[src/rtl/instr_exec_unit.sv]
// Multi-cycle execute stage: 8x16 register file, 8-op ALU, one-cycle done pulse.
// Optional debug read port is enabled by defining INSTR_EXEC_DEBUG_EN.
module instr_exec_unit #(
    parameter int NUM_REGS = 8,
    parameter int DATA_W   = 16
) (
    input  logic              clk,
    input  logic              reset,
    input  logic              run_core,
    input  logic [15:0]       instr,
`ifdef INSTR_EXEC_DEBUG_EN
    input  logic [2:0]        dbg_sel,
    output logic [DATA_W-1:0] dbg_data,
`endif
    output logic              done,
    output logic [DATA_W-1:0] last_alu_result,
    output logic              busy
);

    typedef enum logic [1:0] {
        IDLE    = 2'd0,
        FETCH_A = 2'd1,
        EXEC    = 2'd2,
        WRITE   = 2'd3
    } state_t;

    state_t            state;
    logic [15:0]       ir;
    logic [DATA_W-1:0] a_q;
    logic [DATA_W-1:0] b_q;
    logic [DATA_W-1:0] alu_q;
    logic [DATA_W-1:0] alu_res;
    logic [DATA_W-1:0] regs [NUM_REGS];

    logic [1:0] fmt;
    logic [2:0] rx;
    logic [2:0] ry;
    logic [7:0] imm8;
    logic [2:0] sel;

    assign fmt  = ir[1:0];
    assign rx   = ir[15:13];
    assign ry   = ir[12:10];
    assign imm8 = ir[12:5];
    assign sel  = ir[4:2];

    always_comb begin
        alu_res = '0;
        case (sel)
            3'd0: alu_res = a_q + b_q;
            3'd1: alu_res = a_q - b_q;
            3'd2: alu_res = a_q & b_q;
            3'd3: alu_res = a_q | b_q;
            3'd4: alu_res = a_q ^ b_q;
            3'd5: alu_res = a_q << b_q[3:0];
            3'd6: alu_res = a_q >> b_q[3:0];
            default: begin
                if (a_q == b_q)
                    alu_res = DATA_W'(0);
                else if (a_q > b_q)
                    alu_res = DATA_W'(1);
                else
                    alu_res = DATA_W'(2);
            end
        endcase
    end

    always_ff @(posedge clk) begin
        if (reset) begin
            state           <= IDLE;
            done            <= 1'b0;
            busy            <= 1'b0;
            last_alu_result <= '0;
            ir              <= '0;
            a_q             <= '0;
            b_q             <= '0;
            alu_q           <= '0;
            for (int i = 0; i < NUM_REGS; i++)
                regs[i] <= '0;
        end else begin
            done <= 1'b0;
            case (state)
                IDLE: begin
                    if (run_core) begin
                        ir    <= instr;
                        busy  <= 1'b1;
                        state <= FETCH_A;
                    end
                end
                FETCH_A: begin
                    a_q <= regs[rx];
                    b_q <= (fmt == 2'b00) ? regs[ry] : {{(DATA_W-8){1'b0}}, imm8};
                    // branch and reserved formats skip the ALU entirely
                    state <= fmt[1] ? WRITE : EXEC;
                end
                EXEC: begin
                    alu_q <= alu_res;
                    state <= WRITE;
                end
                WRITE: begin
                    if (!fmt[1]) begin
                        regs[rx]        <= alu_q;
                        last_alu_result <= alu_q;
                    end
                    done  <= 1'b1;
                    busy  <= 1'b0;
                    state <= IDLE;
                end
                default: state <= IDLE;
            endcase
        end
    end

`ifdef INSTR_EXEC_DEBUG_EN
    assign dbg_data = regs[dbg_sel];
`endif

endmodule
[config.mk]
export PLATFORM = sky130hd
export DESIGN_NAME = instr_exec_unit
export DESIGN_NICKNAME = d
export VERILOG_FILES = /design/src/rtl/instr_exec_unit.sv
export SDC_FILE = /design/constraint.sdc
export NUM_CORES = 1
export LEC_CHECK = 0
export CORE_MARGIN = 2
export CORE_UTILIZATION = 45
export CTS_BUF_LIST = sky130_fd_sc_hd__clkbuf_16
export DETAILED_ROUTE_END_ITERATION = 6
export PLACE_DENSITY = 0.57
export SYNTH_ARGS = -nofsm -noshare
export SYNTH_HDL_FRONTEND = slang
export SYNTH_SLANG_ARGS = --single-unit
[constraint.sdc]
create_clock -name clk -period 4.8 [get_ports clk]
set_input_delay 1.2 -clock clk [delete_from_list [all_inputs] [get_ports clk]]
set_output_delay 1.2 -clock clk [all_outputs]
set_load 0.02 [all_outputs]
======== Word-level counts from Yosys, hierarchy flattened ========
Memories as Yosys holds them, arrays and structs flattened. A register that Yosys moved wholly into a read port is not among the register bits.
Cells that the tools add are included.
storage, ports and cells
  word-level logic and storage cells ...... 57
  output and inout port bits .............. 18
  input port bits ......................... 19
  bits in registers ....................... 68
  memory bits (writable) .................. 128
  memories kept ........................... 1
memories
  name  words  width  read ports  clocked after memory_dff  wr ports  line  RTL
  regs  8      16     2           2                         8         33    logic [DATA_W-1:0] regs [NUM_REGS];
cells by class
  shift operators ......................... 2
  add/sub/neg operators ................... 2
  bitwise operators ....................... 4
  magnitude comparators ................... 1
  equal/unequal tests ..................... 11
  reduce and logical (&&, ||, !) cells .... 8
  mux-type cells .......................... 21
operator list
  kind                                                              number
  16-bit one-hot mux with 7 select lines                            1
  16-bit 2-to-1 mux                                                 2
  16-bit adder                                                      1
  16-bit bitwise AND                                                1
  16-bit == test                                                    1
  16-bit greater-than comparator                                    1
  16-bit OR                                                         1
  16-bit OR reduction                                               1
  16-bit by 4-bit left shift with 16-bit output                     1
  16-bit by 4-bit right shift with 16-bit output                    1
  16-bit subtractor                                                 1
  16-bit bitwise XOR                                                1
  1-bit 2-to-1 mux                                                  10
  3-bit == test (second input constant)                             3
  3-bit 2-to-1 mux                                                  3
  2-bit one-hot mux with 4 select lines                             1
  3-bit by 2-bit == test with 1-bit output (second input constant)  2
  2-bit 2-to-1 mux                                                  3
  2-bit AND reduction                                               3
  2-bit == test (second input constant)                             2
  2-bit logical NOT                                                 2
  3-bit by 1-bit == test with 1-bit output (second input constant)  1
  3-bit logical NOT                                                 1
  2-bit by 1-bit == test with 1-bit output (second input constant)  1
  4 further kinds                                                   4

======== Logic depth before layout (Yosys ltp) ========
  depth after elaboration ................. 6
  depth in mapped cells ................... 12
  gate-level depth less buffers ........... 11

======== Worst setup path before layout ========
No wires, ideal clock.
  path type ............................... reg-to-reg
  start ................................... reg b_q[2]
  end ..................................... reg alu_q[13]
  data arrival time ....................... 2.871 ns
  buffers on the path ..................... 2
  data required time ...................... 4.663 ns
  library setup time ...................... 0.137 ns
  cell stages (with the launch flop) ...... 13
  slack ................................... 1.792 ns
  period minus slack after synthesis ...... 3.008 ns
  cells stage by stage .................... dfxtp_1 -> clkinv_1 -> clkbuf_1 -> ha_1 -> buf_2 -> inv_1 -> o221ai_2 -> a21oi_2 -> a221oi_4 -> o21ai_2 -> mux2_4 -> a2111oi_4 -> a221oi_2
on the way
  longest elaborated chain between the ends .. 2
  elaborated cells on any way between the ends .. 5
  those cells by class .................... 2 x add/sub; 2 x shift; 1 x mux
RTL lines
  item                                        line  RTL
  from (decl)                                 30    logic [DATA_W-1:0] b_q;
  from (signal assigned)                      92    b_q <= (fmt == 2'b00) ? regs[ry] : {{(DATA_W-8){1'b0}}, imm8};
  16-bit subtractor (tied with other cells)   51    3'd1: alu_res = a_q - b_q;
  16-bit one-hot mux with 7 select lines (*)  49    case (sel)
  to (signal assigned)                        97    alu_q <= alu_res;
  to (decl)                                   31    logic [DATA_W-1:0] alu_q;
Every way passes the cells marked *; elsewhere a longest branch is shown, timed or not.
A chain may end at the register's enable or synchronous reset.

======== Worst setup path after layout ========
  start ................................... reg b_q[0]
  end ..................................... reg alu_q[12]
The elaborated chain is that of the path after synthesis.

==> results.md <==
* Fmax at 0.310 GHz
* Most frequent cell after synthesis: edfxtp_1
* Fin. Hold Viols at 0
* Vias per std cell at between 6 and 7
* Setup Crit Path Kind: register to register
* Synth area leaders: edfxtp_1 28%, dfxtp_1 13%, mux4_2 12%
* Synth area leader: edfxtp_1
* Final setup viols at 0
* Total track usage at 27.0%
* Top FF cell, synth: edfxtp_1
* Worst Clk Skew at roughly 0.015 ns
* Non-filler cells, final at 1715
* ANT nets after route at 0
* Routability cong. at 0.958
* Crit path launch type: register
* Synthesized area at 13500 um^2
* Final WL at 42.5 mm
* Worst skew pair latency at roughly 0.53 ns
* Cell row count at 63
* Clk buf depth at 3
* Area of the core at 29600 um^2
* Layout cells sized above 1 at 13.4%
* Vias in the first global route at 10.1k
* Period Utilization, post-route at 67.2%
* WHS Path Cells at 2
* Worst R2R Path Depth at 12
* FILL cells at between 2k and 3k
* CP top delay family: compound AO/OA/AOI/OAI gates
* Crit path max-delay cell type: dfxtp_1
* Slew headroom at 19.7%
* Ys async rst share at 0%
* CP Data Arrival Time at 3.60 ns
* Mean Syn Cell Area at 10.3 um^2
* Placed cells at 1670
* Total negative slack at 0 ns
* Library cells used by synthesis at 70
* Maximum Capacitance Violations at 0
* Die X at 177 um
* Top cell type's share of synthesized area at 28.4%
* Reg2reg end: alu_q[12]
* PortBufs at 36
* Pleak at 5.26 nW
* Crit-path max cell delay at between 0.4 and 0.5 ns
* Reg-to-reg slack, setup at 1.57 ns
* First-pass GRT wire length at approximately 63 mm
* Vias at 10.5k
* YS warnings at 0
* Cells after synthesis at around 1.3k
* DP HPWL at 30.5 mm
* First-pass DRT Iterations at 5
* Critical R2R Launch: b_q[0]
* IO Count at 37
* Synth top cells by count: 128 x edfxtp_1, 125 x and2_1, 120 x nor2_1
* Chip height at 177 um
* Max IR drop VDD at 0.278 mV
* Outcome: finished clean
* Sequential area share after synthesis at 41.3%
* Area delta synth->final at 10.5%
* Total global routing overflow at 0
* Yosys reg bits at about 220
* Worst EP required at 5.17 ns
* DIE AREA at 31500 um^2
* Crit path buf inv count at 2
* Synth Net Count at 1395
* Clk slew on worst S/H paths at 0.07 ns
* Post-synth EDFFs at 128
* H-tree levels at 1
* Num CTS Buffers at 24
* Final net count at 1382
* CP Max Fanout at 24
* CTS Hold Bufs at 0
* Wirelength per Cell at 24.8 um
* PwrDens at about 540 nW/um^2
* Largest net degree at the start of global routing at 84
* TritonCTS clock tree: built
* CP endpoint kind: register
* Post-CTS sizing at 0
* Post-CTS Setup Inserts at 0
* Worst-Margin Slew at 1.20 ns
* Initial antenna violation count at 1
* CP cell instances: buf_4 -> ha_1 -> inv_1 -> fa_1 -> nand2b_1 -> a31oi_1 -> o211ai_1 -> a31oi_1 -> mux2i_1 -> xnor2_1 -> a211oi_1 -> a211oi_1
* DR iter-0 viols at just over 1k
* HP Start: ir[0]
* Clk sink count at 215
* Min Tclk post-route at roughly 3.2 ns
* Initial core utilization at between 40% and 50%
* DR DRC count at 0
* Final Max Slew Viols at 0
* Hold Crit Class: register to register
* RSZ-0062 raised after global routing: no
* Worst Hold End: ir[0]
* CTS root buf: clkbuf_16
-- routing by layer --
| layer | routed length [um] | global-route usage [%] | vias to the layer above |
|---|---|---|---|
| li1 | - | - | 4773 |
| met1 | 18200 | 37.1 | 5193 |
| met2 | 19700 | 43.2 | 427 |
| met3 | 3280 | 5.18 | 78 |
| met4 | 1300 | 8.98 | 0 |
| met5 | 0 | 0 | - |
-- how the worst max path moves through the flow --
stage | startpoint | to | slack [ns] | depth (start not counted)
floorplan | b_q[2] | alu_q[13] | 1.79 | 12
global placement | reset | regs[7][13] | 1.50 | 5
detailed placement | reset | regs[7][13] | 1.45 | 5
CTS | b_q[0] | alu_q[12] | 1.64 | 12
global route | b_q[0] | alu_q[12] | 1.43 | 12
finish | b_q[0] | alu_q[12] | 1.57 | 12
-- layout by cell type, fill, tap and decap left out, types with 5 or more instances in the layout --
cell type / instances
a211oi_1: 32
a21o_1: 5
a21oi_1: 83
a221oi_1: 5
a22oi_1: 7
a2bb2oi_1: 8
a31oi_1: 10
and2_1: 125
buf_4: 26
clkbuf_16: 27
clkdlybuf4s50_1: 35
clkinv_2: 6
dfxtp_1: 83
edfxtp_1: 128
ha_1: 54
inv_1: 61
mux2_2: 10
mux2i_1: 63
mux4_2: 75
nand2_1: 115
nand2b_1: 15
nand3_1: 13
nor2_1: 120
nor2b_1: 6
nor3_1: 28
nor4_1: 6
o211ai_1: 8
o21ai_0: 48
o21bai_1: 8
o22ai_1: 13
or2_2: 12
or3_1: 10
xnor2_1: 8
-- through the flow --
stage	utilization [%]	worst slack, ns	cell area [um^2]	hold WS (ns)	total power [mW]
2_1_floorplan	-	1.79	13500	0.437	5.12
3_3_place_gp	47.8	1.50	14200	0.445	6.16
3_5_place_dp	47.8	1.45	14200	0.448	6.16
4_1_cts	50.4	1.64	14900	0.456	7.99
5_1_grt	50.4	1.43	14900	0.483	8.48
6_report	50.4	1.57	14900	0.456	8.05
-- cell families (layout without fill, tap and decap cells) --
family	count (synthesis)	count (layout)	synth area share, %
other cells	0	1	0
simple gates	461	461	16.7
mux	149	149	18.1
fa+ha+maj	57	57	5.38
compound gates	268	268	13.3
buf+inv	159	164	4.59
xor+xnor	10	10	0.648
flops	215	215	41.3
-- flip-flops by register name, summed over array words and instances (netlist names), named ones only --
signal / cells
a_q: 16
alu_q: 16
b_q: 16
busy: 1
done: 1
ir: 16
last_alu_result: 16
regs: 128
state: 2
-- report_power, final --
part / internal (mW) / total, mW / switching [mW]
clock network: 1.06 / 1.83 / 0.771
logic: 1.46 / 3.67 / 2.21
registers: 2.15 / 2.54 / 0.387
total: 4.67 / 8.05 / 3.37
-- area by class of cell --
type                       count  area [um^2]  area share (%)
antenna                        1         2.50          0.0167
clock buffer                  27          676            4.52
clock inverter                17          103           0.686
inverter                      59          224            1.50
multi-input combinational    945         7320            49.0
sequential                   215         5590            37.4
tap                          390          488            3.26
timing repair buffer          61          546            3.65
-- tightest hold or removal path, cell delays in order (launching register included) --
cell	delay (ns)
dfxtp_1	0.31
nand2_1	0.05
a21oi_1	0.05
Note: power is estimated with default switching activity, not from simulation.
